## src/rtl/irda_pkg.sv

```systemverilog
// Shared types and default constants for the IrDA transmit arbiter.
package irda_pkg;

  typedef enum logic [1:0] {
    StIdle,
    StStart,
    StWait,
    StGap
  } state_e;

  localparam int unsigned DefDataW         = 8;
  localparam int unsigned DefGapCycles     = 16;
  localparam int unsigned DefTimeoutCycles = 65536;

endpackage

```

## src/rtl/irda_rr_pick.sv

```systemverilog
// Combinational round-robin picker: first set request at or above i_ptr, wrapping.
module irda_rr_pick #(
  parameter int unsigned NUM_REQ = 4,
  parameter int unsigned PTR_W   = $clog2(NUM_REQ)
) (
  input  logic [NUM_REQ-1:0] i_req,
  input  logic [PTR_W-1:0]   i_ptr,
  output logic               o_valid,
  output logic [PTR_W-1:0]   o_index
);

  int unsigned      w_j;
  logic [PTR_W-1:0] w_cand;

  always_comb begin
    o_valid = 1'b0;
    o_index = '0;
    w_j     = 0;
    w_cand  = '0;
    for (int unsigned i = 0; i < NUM_REQ; i++) begin
      w_j    = (int'(i_ptr) + i) % NUM_REQ;
      w_cand = PTR_W'(w_j);
      if (!o_valid && i_req[w_cand]) begin
        o_valid = 1'b1;
        o_index = w_cand;
      end
    end
  end

endmodule

```

## src/rtl/irda_tx_arbiter.sv

```systemverilog
// Round-robin scheduler sharing one IrDA transmitter among NUM_REQ byte sources.
// Optional WAIT watchdog enabled by defining IRDA_TX_ARB_TIMEOUT_EN.
module irda_tx_arbiter
  import irda_pkg::*;
#(
  parameter int unsigned NUM_REQ        = 4,
  parameter int unsigned DATA_W         = DefDataW,
  parameter int unsigned GAP_CYCLES     = DefGapCycles,
  parameter int unsigned TIMEOUT_CYCLES = DefTimeoutCycles
) (
  input  logic                      i_clk,
  input  logic                      i_rst_n,
  input  logic                      i_ena,
  input  logic [NUM_REQ-1:0]        i_req,
  input  logic [NUM_REQ*DATA_W-1:0] i_data_in,
  input  logic                      i_tx_done,
  output logic [DATA_W-1:0]         o_tx_data,
  output logic                      o_tx_start,
  output logic [NUM_REQ-1:0]        o_grant,
  output logic [NUM_REQ-1:0]        o_sent,
  output logic                      o_busy,
  output logic                      o_err
);

  localparam int unsigned PtrW = $clog2(NUM_REQ);
  localparam int unsigned GapW = (GAP_CYCLES > 0) ? $clog2(GAP_CYCLES + 1) : 1;

  state_e              r_state, w_state_d;
  logic [PtrW-1:0]     r_ptr, w_ptr_d;
  logic [PtrW-1:0]     r_owner, w_owner_d;
  logic [DATA_W-1:0]   r_tx_data, w_tx_data_d;
  logic                r_tx_start, w_tx_start_d;
  logic [NUM_REQ-1:0]  r_grant, w_grant_d;
  logic [NUM_REQ-1:0]  r_sent, w_sent_d;
  logic                r_busy, w_busy_d;
  logic                r_err, w_err_d;
  logic [GapW-1:0]     r_gap_cnt, w_gap_cnt_d;
  logic                w_finish;
  logic                w_pick_valid;
  logic [PtrW-1:0]     w_pick_idx;
  logic [DATA_W-1:0]   w_pick_data;

`ifdef IRDA_TX_ARB_TIMEOUT_EN
  localparam int unsigned ToW = (TIMEOUT_CYCLES > 1) ? $clog2(TIMEOUT_CYCLES) : 1;
  logic [ToW-1:0] r_to_cnt, w_to_cnt_d;
`endif

  irda_rr_pick #(
    .NUM_REQ(NUM_REQ),
    .PTR_W  (PtrW)
  ) u_pick (
    .i_req  (i_req),
    .i_ptr  (r_ptr),
    .o_valid(w_pick_valid),
    .o_index(w_pick_idx)
  );

  always_comb begin
    w_pick_data = '0;
    for (int unsigned i = 0; i < NUM_REQ; i++) begin
      if (w_pick_idx == PtrW'(i)) w_pick_data = i_data_in[i*DATA_W +: DATA_W];
    end
  end

  always_comb begin
    w_state_d    = r_state;
    w_ptr_d      = r_ptr;
    w_owner_d    = r_owner;
    w_tx_data_d  = r_tx_data;
    w_tx_start_d = 1'b0;
    w_grant_d    = '0;
    w_sent_d     = '0;
    w_err_d      = 1'b0;
    w_gap_cnt_d  = r_gap_cnt;
    w_finish     = 1'b0;
`ifdef IRDA_TX_ARB_TIMEOUT_EN
    w_to_cnt_d   = r_to_cnt;
`endif
    unique case (r_state)
      StIdle: begin
        if (i_ena && w_pick_valid) begin
          w_state_d    = StStart;
          w_owner_d    = w_pick_idx;
          w_tx_data_d  = w_pick_data;
          w_tx_start_d = 1'b1;
          w_grant_d    = NUM_REQ'(1) << w_pick_idx;
        end
      end
      StStart: begin
        w_state_d = StWait;
`ifdef IRDA_TX_ARB_TIMEOUT_EN
        w_to_cnt_d = '0;
`endif
      end
      StWait: begin
        // tx_done beats a watchdog expiry on the same edge
        if (i_tx_done) begin
          w_sent_d = NUM_REQ'(1) << r_owner;
          w_finish = 1'b1;
        end
`ifdef IRDA_TX_ARB_TIMEOUT_EN
        else if (r_to_cnt == ToW'(TIMEOUT_CYCLES - 1)) begin
          w_err_d  = 1'b1;
          w_finish = 1'b1;
        end else begin
          w_to_cnt_d = r_to_cnt + ToW'(1);
        end
`endif
      end
      StGap: begin
        if (r_gap_cnt == '0) w_state_d = StIdle;
        else                 w_gap_cnt_d = r_gap_cnt - GapW'(1);
      end
      default: w_state_d = StIdle;
    endcase
    if (w_finish) begin
      w_ptr_d = (r_owner == PtrW'(NUM_REQ - 1)) ? '0 : r_owner + PtrW'(1);
      if (GAP_CYCLES == 0) begin
        w_state_d = StIdle;
      end else begin
        w_state_d   = StGap;
        w_gap_cnt_d = GapW'(GAP_CYCLES - 1);
      end
    end
    w_busy_d = (w_state_d != StIdle);
  end

  always_ff @(posedge i_clk or negedge i_rst_n) begin
    if (!i_rst_n) begin
      r_state    <= StIdle;
      r_ptr      <= '0;
      r_owner    <= '0;
      r_tx_data  <= '0;
      r_tx_start <= 1'b0;
      r_grant    <= '0;
      r_sent     <= '0;
      r_busy     <= 1'b0;
      r_err      <= 1'b0;
      r_gap_cnt  <= '0;
`ifdef IRDA_TX_ARB_TIMEOUT_EN
      r_to_cnt   <= '0;
`endif
    end else begin
      r_state    <= w_state_d;
      r_ptr      <= w_ptr_d;
      r_owner    <= w_owner_d;
      r_tx_data  <= w_tx_data_d;
      r_tx_start <= w_tx_start_d;
      r_grant    <= w_grant_d;
      r_sent     <= w_sent_d;
      r_busy     <= w_busy_d;
      r_err      <= w_err_d;
      r_gap_cnt  <= w_gap_cnt_d;
`ifdef IRDA_TX_ARB_TIMEOUT_EN
      r_to_cnt   <= w_to_cnt_d;
`endif
    end
  end

  assign o_tx_data  = r_tx_data;
  assign o_tx_start = r_tx_start;
  assign o_grant    = r_grant;
  assign o_sent     = r_sent;
  assign o_busy     = r_busy;
  assign o_err      = r_err;

endmodule

```

## config.mk

```make
export PLATFORM = sky130hd
export DESIGN_NAME = irda_tx_arbiter
export DESIGN_NICKNAME = d
export VERILOG_FILES = /design/src/rtl/irda_pkg.sv /design/src/rtl/irda_rr_pick.sv /design/src/rtl/irda_tx_arbiter.sv
export SDC_FILE = /design/constraint.sdc
export NUM_CORES = 1
export LEC_CHECK = 0
export CAP_MARGIN = 20
export CORE_MARGIN = 3
export CORE_UTILIZATION = 44
export DETAILED_ROUTE_END_ITERATION = 16
export GPL_TIMING_DRIVEN = 0
export HOLD_SLACK_MARGIN = 0.12
export PLACE_DENSITY = 0.8
export SKIP_LAST_GASP = 1
export SLEW_MARGIN = 5
export SYNTH_ARGS = -nofsm -noshare
export SYNTH_HDL_FRONTEND = slang
export SYNTH_SLANG_ARGS = --single-unit
```

## constraint.sdc

```tcl
create_clock -name i_clk -period 2 [get_ports i_clk]
set_clock_uncertainty 0.2 [all_clocks]
set_input_delay 0.2 -clock i_clk [delete_from_list [all_inputs] [get_ports i_clk]]
set_output_delay 0.2 -clock i_clk [all_outputs]
set_load 0.01 [all_outputs]
```

==> impl_metrics.json <==
{
  "r2r_slack_ps": 100,
  "slew_viol_final": 0,
  "crit_chain": "inv_1 -> ha_1 -> nor4b_2 -> nand3b_4 -> or4_4 -> xor2_2 -> nor2_1",
  "p_sw_share_pct": 36.15,
  "vias_per_cell": 5.297,
  "p_seq_share_pct": 35.8,
  "r2r_cells": 7,
  "outcome": "complete, no violations",
  "maxSlewHeadroom_pct": 65.72,
  "rr_startpoint": "r_gap_cnt[1]",
  "power.internal_mw": 1.612,
  "cts_tree": "yes",
  "grt_setup_unrepaired": "yes",
  "ys.flop_type": "dfrtp_1",
  "core_area_sq_mm": 0.003390,
  "ioPinCount": 59,
  "crit_arrival_ps": 1950,
  "gp_routability_congestion": 0.8452,
  "cp-start-kind": "register",
  "criticalPathCategory": "register to register",
  "grt_pass1_vias": 1397,
  "min_period_over_period_pct": 94.98,
  "clock.fmax_mhz": 526.4,
  "ant_nets": 0,
  "critPathTopFamily": "simple AND/OR/NAND/NOR gates",
  "ys_seq_area_share_pct": 46.00,
  "nets": 262,
  "critPathRequiredTime_ps": 2050,
  "rows": 21,
  "clock_power_share_pct": 19.9,
  "synth_seq_cells": 29,
  "wl_per_cell_microns": 15.69,
  "synth_cell_types": 43,
  "synth_area_leaders": "dfrtp_1 (46%), ha_1 (4.8%), nand2_1 (4.0%), o211ai_1 (3.3%), o221ai_1 (3.3%)",
  "cts_root_buf": "clkbuf_4",
  "finalPower_mw": 2.525,
  "drt_iter0_markers": 64,
  "endpoint_kind": "register",
  "critPathBufInv": 1,
  "fillCellCount": 261,
  "cts_buffers": 5,
  "slowest_stage": "or4_4",
  "crit_end": "r_gap_cnt[4]",
  "clk_latency_ps": 320,
  "portBuffers": 57,
  "clk_pin_slew_ps": 100,
  "hold_violations": 0,
  "utilization_pct": 69.73,
  "syn_area_per_cell_sq_um": 10.81,
  "p_leak_nw": 0.9897,
  "yosysMostFrequentCell": "dfrtp_1",
  "clk_path_buf_depth": 2,
  "synth_top_area_cell": "dfrtp_1",
  "synth_top_cells_by_count": "dfrtp_1 (29), nand2_1 (17), a21oi_1 (9)",
  "cts_sinks": 29,
  "die-area_sq_mm": 0.004340,
  "initial_core_util_pct": 46.55,
  "grt_overflow": 0,
  "crit_path_start": "r_gap_cnt[1]",
  "first_pass_iters": 4,
  "reg2reg_to": "r_gap_cnt[4]",
  "htreeDepth": 2,
  "areaGrowthSynthToFinish_pct": 49.80,
  "fp.dieH_microns": 65.88,
  "cap_violations": 0,
  "crit_cells": 7,
  "diodes": 0,
  "fp.dieW_microns": 65.88,
  "cp_max_fo": 5,
  "drc_errors": 0,
  "yosysWarnings": 0,
  "pwr-share-comb_pct": 44.3,
  "place.detailed.hpwl_mm": 3.072,
  "hold_class": "input port to register",
  "track_usage_pct": 19.99,
  "syn_nets": 192,
  "drt-total-wl_mm": 4.126,
  "vias": 1393,
  "switching_power_mw": 0.9125,
  "antenna_found_initial": 0,
  "worstMarginPinSlew_ps": 512.6,
  "whs_ps": 261.7,
  "grt_max_degree": 21,
  "setup_violations": 0,
  "synth_cells": 146,
  "synth_top_area_share_pct": 46.00,
  "p_per_area_mw_per_mm2": 1068,
  "ir_drop_uv": 670.4,
  "grt_pass1_wl_mm": 6.520,
  "drive_gt1_share_pct": 17.51,
  "synthArstFlopShare_pct": 100.0,
  "cp_slowest_stage_delay_ps": 440,
  "synth-edff-count": 0,
  "period_needed_ps": 1900,
  "syn_area_sq_mm": 0.001578
}
-- metrics by stage --
step                cell area [sq um]  setup slack (ps)  setup TNS [ps]  instances
finish                           2364             100.5               0        263
global route                     2364            -3.282          -3.282        263
CTS                              2316             26.66               0        259
detailed placement               2221            -201.2           -1845        250
global placement                 2206            -151.0           -1384        249
floorplan                        1578             198.7               0        146
-- kinds of logic after synthesis --
group,after synthesis,synth area share [%]
simple gates,56,21.73
compound gates,35,19.35
flops,29,46.00
buf+inv,15,5.709
fa+ha+maj,6,4.758
xor+xnor,4,2.221
other cells,1,0.2377
-- what timing repair did --
item / 4_1_cts / 5_1_grt
hold buffers: 1 / 0
resized for setup: 0 / 4
buffers inserted: 0 / 4
hold endpoints to repair: 9 / 0
endpoints found under the setup margin: 0 / 3
-- power by group through the flow --
stage | logic [mW] | clock network (mW) | registers [mW]
finish | 1.12 | 0.502 | 0.904
global route | 1.22 | 0.534 | 0.926
CTS | 1.04 | 0.507 | 0.887
detailed placement | 1.04 | 0 | 0.894
global placement | 0.987 | 0 | 0.882
floorplan | 0.619 | 0 | 0.903
-- final cells by class --
class                           count  area [sq um]  area share (%)
Sequential cell                    29         725.7           30.70
Inverter                            7         26.28           1.112
Tap cell                           46         57.56           2.435
Clock buffer                        7         55.05           2.329
Buffer                              8         63.81           2.700
Clock inverter                      1         30.03           1.271
Multi-Input combinational cell    102         779.5           32.98
Timing Repair Buffer               63         625.6           26.47
-- worst min-delay path: stages --
cell and delay (ps):
clkdlybuf4s50_1 400, nand4_1 70, o211ai_1 80
-- registers in the layout (all words and copies together) (netlist names) --
register and cells:
o_tx_data 8, r_gap_cnt 5, o_grant 4, o_sent 4, r_owner 2, r_ptr 2
r_state 2, o_busy 1, o_tx_start 1
-- how the worst min path moves through the flow --
stage                       start           end  slack, ps  cells past startpoint
floorplan                 i_rst_n        o_busy       -300                      0
global placement     o_tx_data[7]  o_tx_data[7]        280                      2
detailed placement   o_tx_data[7]  o_tx_data[7]        280                      2
CTS                 i_data_in[25]  o_tx_data[1]        260                      3
global route        i_data_in[29]  o_tx_data[5]        290                      3
finish              i_data_in[25]  o_tx_data[1]        260                      3
-- layer usage --
metal / up-vias / wire length, microns / global-route usage [%]
met5: - / 0 / 0
met4: 0 / 95 / 9.326
met3: 8 / 151 / 3.741
met2: 33 / 2135 / 34.42
met1: 683 / 1744 / 23.84
li1: 669 / - / -
-- cell usage in the layout (no fill, tap or decap), types with 3 or more instances in the layout --
cell	Yosys	routed
buf_4	2	6
clkbuf_4	0	5
a21oi_1	9	9
nand2_1	17	17
buf_6	3	3
nor2_1	8	8
nand4_1	8	8
dfrtp_1	29	29
clkdlybuf4s50_1	0	57
and2_1	5	5
buf_2	3	3
inv_1	6	5
xnor2_1	3	3
o211ai_1	7	7
ha_1	6	6
o221ai_1	6	6
Power figures use the tool's default switching activity.
